$ cat config.mk
export PLATFORM = sky130hd
export DESIGN_NAME = bus_beat_serializer_flat
export DESIGN_NICKNAME = d
export VERILOG_FILES = /design/src/rtl/bus_beat_pkg.sv /design/src/rtl/bus_beat_serializer_if.sv /design/src/rtl/beat_counter.sv /design/src/rtl/bus_beat_serializer.sv /design/src/flat_wrapper.sv
export SDC_FILE = /design/constraint.sdc
export NUM_CORES = 1
export LEC_CHECK = 0
export CORE_ASPECT_RATIO = 2
export CORE_MARGIN = 2
export CORE_UTILIZATION = 27
export DETAILED_ROUTE_END_ITERATION = 12
export GPL_TIMING_DRIVEN = 0
export MAX_ROUTING_LAYER = met4
export PLACE_DENSITY = 0.46
export SYNTH_ARGS = -nofsm -noshare
export SYNTH_HDL_FRONTEND = slang
export SYNTH_HIERARCHICAL = 1
export SYNTH_SLANG_ARGS = --single-unit
$ cat constraint.sdc
create_clock -name clk_i -period 4.61 [get_ports clk_i]
set_input_delay 0.922 -clock clk_i [delete_from_list [all_inputs] [get_ports clk_i]]
set_output_delay 0.922 -clock clk_i [all_outputs]
set_load 0.1 [all_outputs]
$ cat src/rtl/bus_beat_pkg.sv
// Shared types and elaboration-time helpers for the bus beat serializer.
package bus_beat_pkg;

  typedef enum logic [2:0] {
    StIdle,
    StOut,
    StTa,
    StIn,
    StDone
  } state_e;

  function automatic int unsigned cdiv(input int unsigned a, input int unsigned b);
    return (a + b - 1) / b;
  endfunction

  function automatic int unsigned max_u(input int unsigned a, input int unsigned b);
    return (a > b) ? a : b;
  endfunction

  // Counter must hold the largest beat/turnaround count of any phase.
  function automatic int unsigned cnt_width(input int unsigned no, input int unsigned nd,
                                            input int unsigned ta);
    int unsigned m;
    m = max_u(max_u(no, nd), ta);
    return (m < 1) ? 1 : $clog2(m + 1);
  endfunction

endpackage

$ cat src/rtl/bus_beat_serializer_if.sv
// CPU-side handshake plus pad-side pins of the bus beat serializer.
interface bus_beat_serializer_if #(
  parameter int unsigned ADDR_W = 32,
  parameter int unsigned DATA_W = 32,
  parameter int unsigned PIN_W  = 8
);
  logic              req;
  logic              we;
  logic [ADDR_W-1:0] addr;
  logic [DATA_W-1:0] wdata;
  logic [DATA_W-1:0] rdata;
  logic              ready;
  logic              busy;
  logic [PIN_W-1:0]  pin_addr_out;
  logic [PIN_W-1:0]  pin_data_out;
  logic [PIN_W-1:0]  pin_data_in;
  logic [PIN_W-1:0]  pin_data_oe;
  logic              pin_sync;
  logic              pin_rd;
  logic              pin_wait;

  // Environment: CPU core plus pads.
  modport master (
    output req, we, addr, wdata, pin_data_in, pin_wait,
    input  rdata, ready, busy, pin_addr_out, pin_data_out, pin_data_oe, pin_sync, pin_rd
  );

  // The serializer itself.
  modport slave (
    input  req, we, addr, wdata, pin_data_in, pin_wait,
    output rdata, ready, busy, pin_addr_out, pin_data_out, pin_data_oe, pin_sync, pin_rd
  );
endinterface

$ cat src/rtl/beat_counter.sv
// Clear/enable up-counter with terminal-count flag, reused by every beat phase.
module beat_counter #(
  parameter int unsigned W = 2
) (
  input  logic         clk_i,
  input  logic         rst_i,
  input  logic         clr_i,
  input  logic         en_i,
  input  logic [W-1:0] term_i,
  output logic [W-1:0] cnt_o,
  output logic [W-1:0] cnt_next_o,
  output logic         tc_o
);
  logic [W-1:0] cnt_q, cnt_d;

  // Next count: clear wins over enable, otherwise hold.
  always_comb begin
    cnt_d = cnt_q;
    if (clr_i) begin
      cnt_d = '0;
    end else if (en_i) begin
      cnt_d = cnt_q + W'(1);
    end
  end

  // Count register.
  always_ff @(posedge clk_i) begin
    if (rst_i) begin
      cnt_q <= '0;
    end else begin
      cnt_q <= cnt_d;
    end
  end

  assign cnt_o      = cnt_q;
  assign cnt_next_o = cnt_d;
  assign tc_o       = (cnt_q == term_i);
endmodule

$ cat src/rtl/bus_beat_serializer.sv
// Slices a wide CPU transfer into PIN_W-bit pin beats (LSB first) and gathers read beats back.
module bus_beat_serializer
  import bus_beat_pkg::*;
#(
  parameter int unsigned ADDR_W     = 32,
  parameter int unsigned DATA_W     = 32,
  parameter int unsigned PIN_W      = 8,
  parameter int unsigned TURNAROUND = 1
) (
  input logic                  clk_i,
  input logic                  rst_i,
  bus_beat_serializer_if.slave bus
);
  localparam int unsigned NA    = cdiv(ADDR_W, PIN_W);
  localparam int unsigned ND    = cdiv(DATA_W, PIN_W);
  localparam int unsigned NO    = max_u(NA, ND);
  localparam int unsigned PadW  = NO * PIN_W;
  localparam int unsigned CNT_W = cnt_width(NO, ND, TURNAROUND);
  localparam logic [CNT_W-1:0] TermOut = CNT_W'(NO - 1);
  localparam logic [CNT_W-1:0] TermTa  = CNT_W'((TURNAROUND == 0) ? 0 : TURNAROUND - 1);
  localparam logic [CNT_W-1:0] TermIn  = CNT_W'(ND - 1);

  if ((ADDR_W % PIN_W) != 0 || (DATA_W % PIN_W) != 0) begin : gen_width_err
    $error("bus_beat_serializer: ADDR_W and DATA_W must be multiples of PIN_W");
  end
  if (TURNAROUND > 7) begin : gen_ta_err
    $error("bus_beat_serializer: TURNAROUND must be in 0..7");
  end

  state_e            state_q, state_d;
  logic              we_q, we_d;
  logic [PadW-1:0]   addr_q, addr_d;    // zero-padded to NO beats
  logic [PadW-1:0]   wdata_q, wdata_d;
  logic [DATA_W-1:0] rbuf_q, rbuf_d;    // read beats collected before commit
  logic [DATA_W-1:0] rdata_q, rdata_d;
  logic              ready_q, ready_d, busy_q, busy_d;
  logic              sync_q, sync_d, rd_q, rd_d;
  logic [PIN_W-1:0]  pa_q, pa_d, pd_q, pd_d, oe_q, oe_d;

  logic              cnt_clr, cnt_en, cnt_tc;
  logic [CNT_W-1:0]  cnt_term, cnt, cnt_next;
  logic [31:0]       out_off, in_off;

  beat_counter #(
    .W (CNT_W)
  ) u_cnt (
    .clk_i      (clk_i),
    .rst_i      (rst_i),
    .clr_i      (cnt_clr),
    .en_i       (cnt_en),
    .term_i     (cnt_term),
    .cnt_o      (cnt),
    .cnt_next_o (cnt_next),
    .tc_o       (cnt_tc)
  );

  assign out_off = 32'(cnt_next) * PIN_W;
  assign in_off  = 32'(cnt) * PIN_W;

  // Phase sequencing, capture on acceptance and read-beat collection.
  always_comb begin
    state_d  = state_q;
    we_d     = we_q;
    addr_d   = addr_q;
    wdata_d  = wdata_q;
    rbuf_d   = rbuf_q;
    rdata_d  = rdata_q;
    cnt_clr  = 1'b0;
    cnt_en   = 1'b0;
    cnt_term = TermOut;
    unique case (state_q)
      StIdle: begin
        if (bus.req) begin
          state_d = StOut;
          we_d    = bus.we;
          addr_d  = PadW'(bus.addr);
          wdata_d = PadW'(bus.wdata);
          cnt_clr = 1'b1;
        end
      end
      StOut: begin
        cnt_term = TermOut;
        if (!bus.pin_wait) begin
          if (cnt_tc) begin
            cnt_clr = 1'b1;
            if (we_q) begin
              state_d = StDone;
            end else begin
              state_d = (TURNAROUND == 0) ? StIn : StTa;
            end
          end else begin
            cnt_en = 1'b1;
          end
        end
      end
      StTa: begin
        cnt_term = TermTa;
        if (cnt_tc) begin
          cnt_clr = 1'b1;
          state_d = StIn;
        end else begin
          cnt_en = 1'b1;
        end
      end
      StIn: begin
        cnt_term = TermIn;
        if (!bus.pin_wait) begin
          rbuf_d[in_off +: PIN_W] = bus.pin_data_in;
          if (cnt_tc) begin
            cnt_clr = 1'b1;
            rdata_d = rbuf_d;  // rdata only changes once the whole word is in
            state_d = StDone;
          end else begin
            cnt_en = 1'b1;
          end
        end
      end
      StDone: begin
        state_d = StIdle;
      end
      default: begin
        state_d = StIdle;
      end
    endcase
  end

  // Pin and handshake values for the next cycle, decoded from next state and next beat.
  always_comb begin
    pa_d    = '0;
    pd_d    = '0;
    oe_d    = '0;
    sync_d  = 1'b0;
    rd_d    = (state_d == StIn);
    ready_d = (state_d == StDone);
    busy_d  = (state_d != StIdle);
    if (state_d == StOut) begin
      pa_d   = addr_d[out_off +: PIN_W];
      sync_d = (cnt_next == '0);
      if (we_d) begin
        pd_d = wdata_d[out_off +: PIN_W];
        oe_d = '1;
      end
    end
  end

  // FSM state, capture registers and registered outputs.
  always_ff @(posedge clk_i) begin
    if (rst_i) begin
      state_q <= StIdle;
      we_q    <= 1'b0;
      addr_q  <= '0;
      wdata_q <= '0;
      rbuf_q  <= '0;
      rdata_q <= '0;
      ready_q <= 1'b0;
      busy_q  <= 1'b0;
      sync_q  <= 1'b0;
      rd_q    <= 1'b0;
      pa_q    <= '0;
      pd_q    <= '0;
      oe_q    <= '0;
    end else begin
      state_q <= state_d;
      we_q    <= we_d;
      addr_q  <= addr_d;
      wdata_q <= wdata_d;
      rbuf_q  <= rbuf_d;
      rdata_q <= rdata_d;
      ready_q <= ready_d;
      busy_q  <= busy_d;
      sync_q  <= sync_d;
      rd_q    <= rd_d;
      pa_q    <= pa_d;
      pd_q    <= pd_d;
      oe_q    <= oe_d;
    end
  end

  assign bus.rdata        = rdata_q;
  assign bus.ready        = ready_q;
  assign bus.busy         = busy_q;
  assign bus.pin_addr_out = pa_q;
  assign bus.pin_data_out = pd_q;
  assign bus.pin_data_oe  = oe_q;
  assign bus.pin_sync     = sync_q;
  assign bus.pin_rd       = rd_q;
endmodule

$ cat src/flat_wrapper.sv
// flat-port wrapper written by rule: the top's interface ports become plain ports
module bus_beat_serializer_flat import bus_beat_pkg::*;
#(
  parameter int unsigned ADDR_W     = 32,
  parameter int unsigned DATA_W     = 32,
  parameter int unsigned PIN_W      = 8,
  parameter int unsigned TURNAROUND = 1
)
  (clk_i, rst_i, bus_req, bus_we, bus_addr, bus_wdata, bus_pin_data_in, bus_pin_wait, bus_rdata, bus_ready, bus_busy, bus_pin_addr_out, bus_pin_data_out, bus_pin_data_oe, bus_pin_sync, bus_pin_rd);
  bus_beat_serializer_if #(.ADDR_W(ADDR_W), .DATA_W(DATA_W), .PIN_W(PIN_W)) bus_i ();
  input logic clk_i;
  input logic rst_i;
  input wire logic [$bits(bus_i.req)-1:0] bus_req;
  input wire logic [$bits(bus_i.we)-1:0] bus_we;
  input wire logic [$bits(bus_i.addr)-1:0] bus_addr;
  input wire logic [$bits(bus_i.wdata)-1:0] bus_wdata;
  input wire logic [$bits(bus_i.pin_data_in)-1:0] bus_pin_data_in;
  input wire logic [$bits(bus_i.pin_wait)-1:0] bus_pin_wait;
  output wire logic [$bits(bus_i.rdata)-1:0] bus_rdata;
  output wire logic [$bits(bus_i.ready)-1:0] bus_ready;
  output wire logic [$bits(bus_i.busy)-1:0] bus_busy;
  output wire logic [$bits(bus_i.pin_addr_out)-1:0] bus_pin_addr_out;
  output wire logic [$bits(bus_i.pin_data_out)-1:0] bus_pin_data_out;
  output wire logic [$bits(bus_i.pin_data_oe)-1:0] bus_pin_data_oe;
  output wire logic [$bits(bus_i.pin_sync)-1:0] bus_pin_sync;
  output wire logic [$bits(bus_i.pin_rd)-1:0] bus_pin_rd;
  assign bus_i.req = bus_req;
  assign bus_i.we = bus_we;
  assign bus_i.addr = bus_addr;
  assign bus_i.wdata = bus_wdata;
  assign bus_i.pin_data_in = bus_pin_data_in;
  assign bus_i.pin_wait = bus_pin_wait;
  assign bus_rdata = bus_i.rdata;
  assign bus_ready = bus_i.ready;
  assign bus_busy = bus_i.busy;
  assign bus_pin_addr_out = bus_i.pin_addr_out;
  assign bus_pin_data_out = bus_i.pin_data_out;
  assign bus_pin_data_oe = bus_i.pin_data_oe;
  assign bus_pin_sync = bus_i.pin_sync;
  assign bus_pin_rd = bus_i.pin_rd;
  bus_beat_serializer #(.ADDR_W(ADDR_W), .DATA_W(DATA_W), .PIN_W(PIN_W), .TURNAROUND(TURNAROUND)) u_core (.clk_i(clk_i), .rst_i(rst_i), .bus(bus_i));
endmodule
* Word-level counts from Yosys, hierarchy flattened
Index checks and enable logic that the tools add are counted. W data, S select, Z words.
Storage, ports and cells: register bits 163, bits of input ports 77, output and inout port bits 60, word-level logic and storage cells 64
Cells by class: add/sub/neg operators 2, equality and inequality tests 7, shift operators 4, mux-type cells 26, bitwise operators 3, reductions and logical operators 8
Operators by type and width (count):
- $mux W32 | 4
- $shiftx A32 B7 Y8 | 2
- $neg A6 Y34 | 1
- $shift A8 B34 Y32 const A | 1
- $shiftx A8 B34 Y32 | 1
- $bwmux W32 | 1
- $mux W3 | 9
- $pmux W3 S4 | 1
- $eq A3 B2 Y1 const B | 3
- $mux W8 | 1
- $mux W1 | 7
- $eq A3 B1 Y1 const B | 2
- $logic_not A3 Y1 | 2
- $reduce_or A2 Y1 | 2
- $add A3 B1 Y3 const B | 1
- $eq A3 B3 Y1 | 1
- $eq A3 B3 Y1 const B | 1
- $not A1 Y1 | 3
- $pmux W1 S3 | 1
- $reduce_and A3 Y1 | 1
- $reduce_bool A3 Y1 | 1
- $reduce_or A3 Y1 | 1
- $mux W2 | 1
- $pmux W1 S2 | 1
- $reduce_and A2 Y1 | 1

* Longest topological paths before layout
depth in word-level cells 9, mapped depth 16, gate-level depth less buffers 11

* Hierarchy
Netlist, hierarchy kept.
By module, submodules not included:
- bus_beat_serializer | instances 1, cells each 799, area an instance 6926.6 um2, seq. area each 3062.9 um2
- beat_counter | instances 1, cells each 18, area an instance 188.9 um2, seq. area each 60.1 um2

* Worst setup path before layout
No wires, ideal clock.
path type flip-flop to flip-flop, from register u_core.state_q[1], to register u_core.pd_q[2] (netlist: u_core/bus.pin_data_out[2]), library setup time 0.143 ns, data arrival time 3.273 ns, required time 4.467 ns, slack 1.194 ns, cell stages (with the launch flop) 17, path buffers 5, period minus slack after synthesis 3.416 ns, cell sequence dfxtp_1 buf_2 nor2b_1 buf_2 clkbuf_1 nand2b_1 xor2_1 nor3_1 mux2_2 nand2b_1 a21oi_1 nor2_1 buf_2 buf_2 mux4_2 nand3_1 a21oi_1
On the way: elaborated cells on any way between the ends 29, those cells by class eq/ne (5); shift (1); mux (18); bitwise (2); reduce/logical (3)
RTL lines:
- start: declaration | line bus_beat_serializer.sv:30 | state_e state_q, state_d;
- start signal: assignment | line bus_beat_serializer.sv:149 | state_q <= StIdle;
- start signal: assignment | line bus_beat_serializer.sv:163 | state_q <= state_d;
- $eq A3 B2 Y1 * | line bus_beat_serializer.sv:71 | unique case (state_q)
- $mux W2 * | line bus_beat_serializer.sv:71
- net u_core.cnt_term[0] | line bus_beat_serializer.sv:41 | logic [CNT_W-1:0] cnt_term, cnt, cnt_next;
- $eq A3 B3 Y1 * | line beat_counter.sv:37 | assign tc_o = (cnt_q == term_i);
- net u_core.cnt_tc | line bus_beat_serializer.sv:40 | logic cnt_clr, cnt_en, cnt_tc;
- $mux W1 * | line bus_beat_serializer.sv:84, bus_beat_serializer.sv:98, bus_beat_serializer.sv:109
- $mux W1 | line bus_beat_serializer.sv:83 | if (!bus.pin_wait) begin
- $pmux W1 S3 * | line bus_beat_serializer.sv:71
- net u_core.cnt_clr | line bus_beat_serializer.sv:40
- $mux W3 * | line beat_counter.sv:19 | if (clr_i) begin
- net u_core.cnt_next[0] | line bus_beat_serializer.sv:41
- $shiftx A32 B7 Y8 * | line bus_beat_serializer.sv:140 | pd_d = wdata_d[out_off +: PIN_W];
- end signal: assignment | line bus_beat_serializer.sv:174 | pd_q <= pd_d;
- end: declaration | line bus_beat_serializer.sv:38 | logic [PIN_W-1:0] pa_q, pa_d, pd_q, pd_d, oe_q, oe_d;
The timed path passes the listed nets; every way through them passes the cells marked *. A chain may end at the register's enable or synchronous reset.

* Worst setup path after layout
from register u_core.state_q[1], to register u_core.pd_q[7] (netlist: u_core/bus.pin_data_out[7])
On the way: cells in the longest elaborated chain, start to end 9, elaborated cells on any way between the ends 29, those cells by class eq/ne (5); shift (1); mux (18); bitwise (2); reduce/logical (3)
Ends and longest elaborated chain:
- $eq A3 B2 Y1 * | line bus_beat_serializer.sv:71
- $mux W2 * | line bus_beat_serializer.sv:71
- net u_core.cnt_term[0] | line bus_beat_serializer.sv:41
- $eq A3 B3 Y1 * | line beat_counter.sv:37
- net u_core.cnt_tc | line bus_beat_serializer.sv:40
- $mux W1 * | line bus_beat_serializer.sv:84, bus_beat_serializer.sv:98, bus_beat_serializer.sv:109
- $mux W1 | line bus_beat_serializer.sv:107 | if (!bus.pin_wait) begin
- $pmux W1 S2 * | line bus_beat_serializer.sv:71
- net u_core.cnt_en | line bus_beat_serializer.sv:40
- $mux W3 * | line beat_counter.sv:21 | end else if (en_i) begin
- $mux W3 * | line beat_counter.sv:19
- net u_core.cnt_next[1] | line bus_beat_serializer.sv:41
- $shiftx A32 B7 Y8 * | line bus_beat_serializer.sv:140
Marked as above.

==> out/metrics.yaml <==
timing.critical_path.to_type: "flop"
tritoncts: "built"
grt_max_degree: 17
pre_cts_ws_ns: -0.121
timing.critical_path.required_ns: 4.93
powerDensity_nw_per_um2: 352
grt_pass1_wl_um: 38200
synth-seq-area-share_pct: 43.9
drt_first_iter_violations: 481
level_count_of_the_clock_h_tree: 4
timing_max_transition_violations_final: 0
dieWidth_um: 119
clock_insertion_delay_worst_skew_ns: 0.44
wire_per_inst_um: 18.8
synth-warning-count: 6
cts_hold_repair.buffers: 0
cp-start-kind: "flop"
worst_hold_slack_ns: 0.454
post-route-worst-setup-slack_ns: 0.583
mappedNetlistArea_um2: 7120
fillerInstances: 2810
cp.arrival_ns: 4.35
detail-route-antenna-nets: 0
initial_core_util_pct: 27.3
grt_overflow_total: 0
cp_max_fo: 15
antenna-diode-count: 0
syn-instance-count: 817
vdd_ir_drop_max_uv: 200
max-clock-path-buffers: 2
max_cap_violations: 0
cell_family_with_most_cp_delay: "buffers and inverters"
globalplace.congestion: 0.802
detail_placement_hpwl_um: 17300
clock_tree_skew_after_final_layout_ns: 0.00812
mostFrequentLayoutCells: "nand2_1, dfxtp_1, a21oi_1"
cell_type_of_the_slowest_stage_on_the_worst_timing_path: "clkbuf_1"
drive_above_1_share_pct: 13.2
antenna_found_initial: 0
run_status: "complete, no violations"
flops_latches_synth: 156
worstHoldEndpoint: "u_core/wdata_q[20]"
number_of_nets_in_the_layout: 1042
grt.total_usage_pct: 18.6
timing.critical_path.cells: "buf_2 > nor2b_1 > buf_2 > nand2b_1 > xor2_1 > nor3_1 > nor3_1 > mux2i_1 > nor2_1 > clkbuf_1 > clkbuf_1 > mux4_2 > nand3_1 > a21oi_1"
via_count: 6747
drt_pre_antenna_iters: 5
hold_depth: 2
synth.net_count: 897
min_period_ns: 4.03
timing.reg2reg.worst_path_depth: 14
die_area_um2: 27700
cts.sinks: 156
area_growth_syn_to_layout_pct: 32.5
layout.cells.most_common: "nand2_1"
detail_route.drc_violations: 0
ys_async_sr_fraction_pct: 0
synthDistinctLibCells: 46
timing.rr.end: "u_core/bus.pin_data_out[7]"
postSynthAreaPerCell_um2: 8.71
crit_type: "flop to flop"
floorplan.rows: 84
die_height_um: 234
clk_transition_reported_paths_ns: 0.06
floorplan_core_area_um2: 26100
total_leakage_power_uw: 0.00309
fin_crit_sh_pct: 87.4
worstHoldStart: "u_core/wdata_q[20]"
cts-buffers-inserted: 17
rsz0062_at_grt: "no"
number_of_enable_flip_flop_cells_after_synthesis: 0
timing.critical_path.from: "u_core/state_q[1]"
route.detailed.vias_per_inst: 5.12
rr_startpoint: "u_core/state_q[1]"
final-hold-violation-count: 0
io_buffers: 127
boundaryPins: 137
maxSlewHeadroom_pct: 31.9
transition_at_the_pin_with_the_smallest_max_transition_slack_ns: 1.02
final-setup-viol-count: 0
fmax_mhz: 248
critical-path-max-stage-delay_ns: 0.59
drt-total-wl_um: 24800
worst_case_register_to_register_setup_slack_ns: 0.58
cts_root_buf: "clkbuf_16"
first_global_vias: 6706
hold_path.class: "flop to flop"
prevailing_post_synth_register_cell: "dfxtp_1"
worst-path-buf-inv: 4
==> worst max-delay path by stage <==
stage	to	slack (ns)	cells after the start
finish	u_core/bus.pin_data_out[7]	0.58	14
detailed placement	u_core/bus.pin_data_out[4]	-0.12	14
global route	u_core/bus.pin_data_out[4]	0.13	13
global placement	u_core/bus.pin_data_out[4]	-0.05	14
CTS	u_core/bus.pin_data_out[4]	0.07	14
floorplan	u_core/bus.pin_data_out[2]	1.19	16
==> report_power, final <==
group	total [uW]	leakage (uW)	internal, uW	switching (uW)
Combinational	442	0.00155	171	271
Sequential	1410	0.00127	1390	18.8
Clock	1470	0.000280	868	605
==> synthesized netlist by cell type, types with 2 or more instances <==
| cell | count | share of area, % |
|---|---|---|
| a21oi_1 | 146 | 10 |
| a311oi_1 | 32 | 3.9 |
| and3b_1 | 2 | 0.25 |
| buf_2 | 40 | 2.8 |
| buf_4 | 7 | 0.74 |
| buf_6 | 2 | 0.32 |
| clkbuf_1 | 46 | 2.4 |
| clkbuf_2 | 4 | 0.28 |
| dfxtp_1 | 156 | 44 |
| ha_1 | 3 | 0.53 |
| inv_1 | 4 | 0.21 |
| mux2_2 | 2 | 0.32 |
| mux2i_1 | 3 | 0.42 |
| mux4_2 | 32 | 10 |
| nand2_1 | 177 | 9.3 |
| nand2b_1 | 2 | 0.18 |
| nand3_1 | 48 | 3.4 |
| nand3b_1 | 2 | 0.21 |
| nand4_1 | 16 | 1.4 |
| nand4bb_1 | 2 | 0.32 |
| nor2_1 | 6 | 0.32 |
| nor3_1 | 7 | 0.49 |
| nor3_2 | 2 | 0.28 |
| nor4_1 | 3 | 0.26 |
| nor4b_1 | 2 | 0.25 |
| nor4bb_1 | 2 | 0.28 |
| o21ai_0 | 33 | 2.3 |
| o31ai_1 | 14 | 1.5 |
| o31ai_2 | 2 | 0.35 |
| or4b_1 | 2 | 0.28 |
| xor2_1 | 3 | 0.37 |
==> final cells by class <==
type,count,area [um^2],area share (%)
Multi-Input combinational cell,557,3520,37.3
Sequential cell,156,3120,33.1
Timing Repair Buffer,127,1270,13.5
Buffer,99,468,4.96
Clock buffer,19,443,4.70
Tap cell,344,430,4.56
Clock inverter,13,165,1.75
Inverter,4,15.0,0.159
==> cells by family after synthesis <==
family | Yosys count | share of synthesized area (%)
mux | 37 | 10.9
other cells | 1 | 0.0527
flops | 156 | 43.9
compound gates | 233 | 19.2
simple gates | 279 | 18.2
xor+xnor | 4 | 0.492
buf+inv | 104 | 6.84
fa+ha+maj | 3 | 0.528
==> per-stage QoR <==
| stage | total power (uW) | cells | util, % | instance area, um^2 | setup TNS (ns) |
|---|---|---|---|---|---|
| 3_3_place_gp | 1880 | 1288 | 33.8 | 8820 | -0.0531 |
| 2_1_floorplan | 1710 | 817 | - | 7120 | 0 |
| 3_5_place_dp | 1880 | 1288 | 33.8 | 8820 | -0.324 |
| 6_report | 3320 | 1319 | 36.2 | 9430 | 0 |
| 4_1_cts | 3360 | 1320 | 36.2 | 9430 | 0 |
| 5_1_grt | 3440 | 1319 | 36.2 | 9430 | 0 |
==> registers in the layout (all words and copies together) (netlist names) <==
register and count:
u_core/rbuf_q 32, u_core/we_q 1, u_core/bus.pin_data_out 8, u_core/u_cnt/cnt_o 3
u_core/bus.busy 1, u_core/bus.ready 1, u_core/bus.rdata 32, u_core/bus.pin_rd 1
u_core/bus.pin_data_oe 1, u_core/wdata_q 32, u_core/addr_q 32, u_core/state_q 3
u_core/bus.pin_addr_out 8, u_core/bus.pin_sync 1
==> timing repair <==
item,in CTS,in global routing
pin swaps,0,0
cloned,0,0
resized for setup,1,1
setup endpoints to repair,10,16
buffers inserted,0,0
==> tightest hold or removal path, cell delays in order (launching register included) <==
cell	delay, ns
dfxtp_1	0.31
nand2_1	0.05
a21oi_1	0.05
==> per-layer routing <==
| layer | global-route usage (%) | vias to the layer above | part of all wire (%) |
|---|---|---|---|
| met2 | 31.8 | 232 | 51 |
| met4 | 6.51 | 0 | 2.1 |
| met5 | - | - | 0 |
| li1 | - | 3217 | - |
| met3 | 3.71 | 32 | 5.1 |
| met1 | 21.6 | 3266 | 42 |
(Power assumes the default switching activity.)
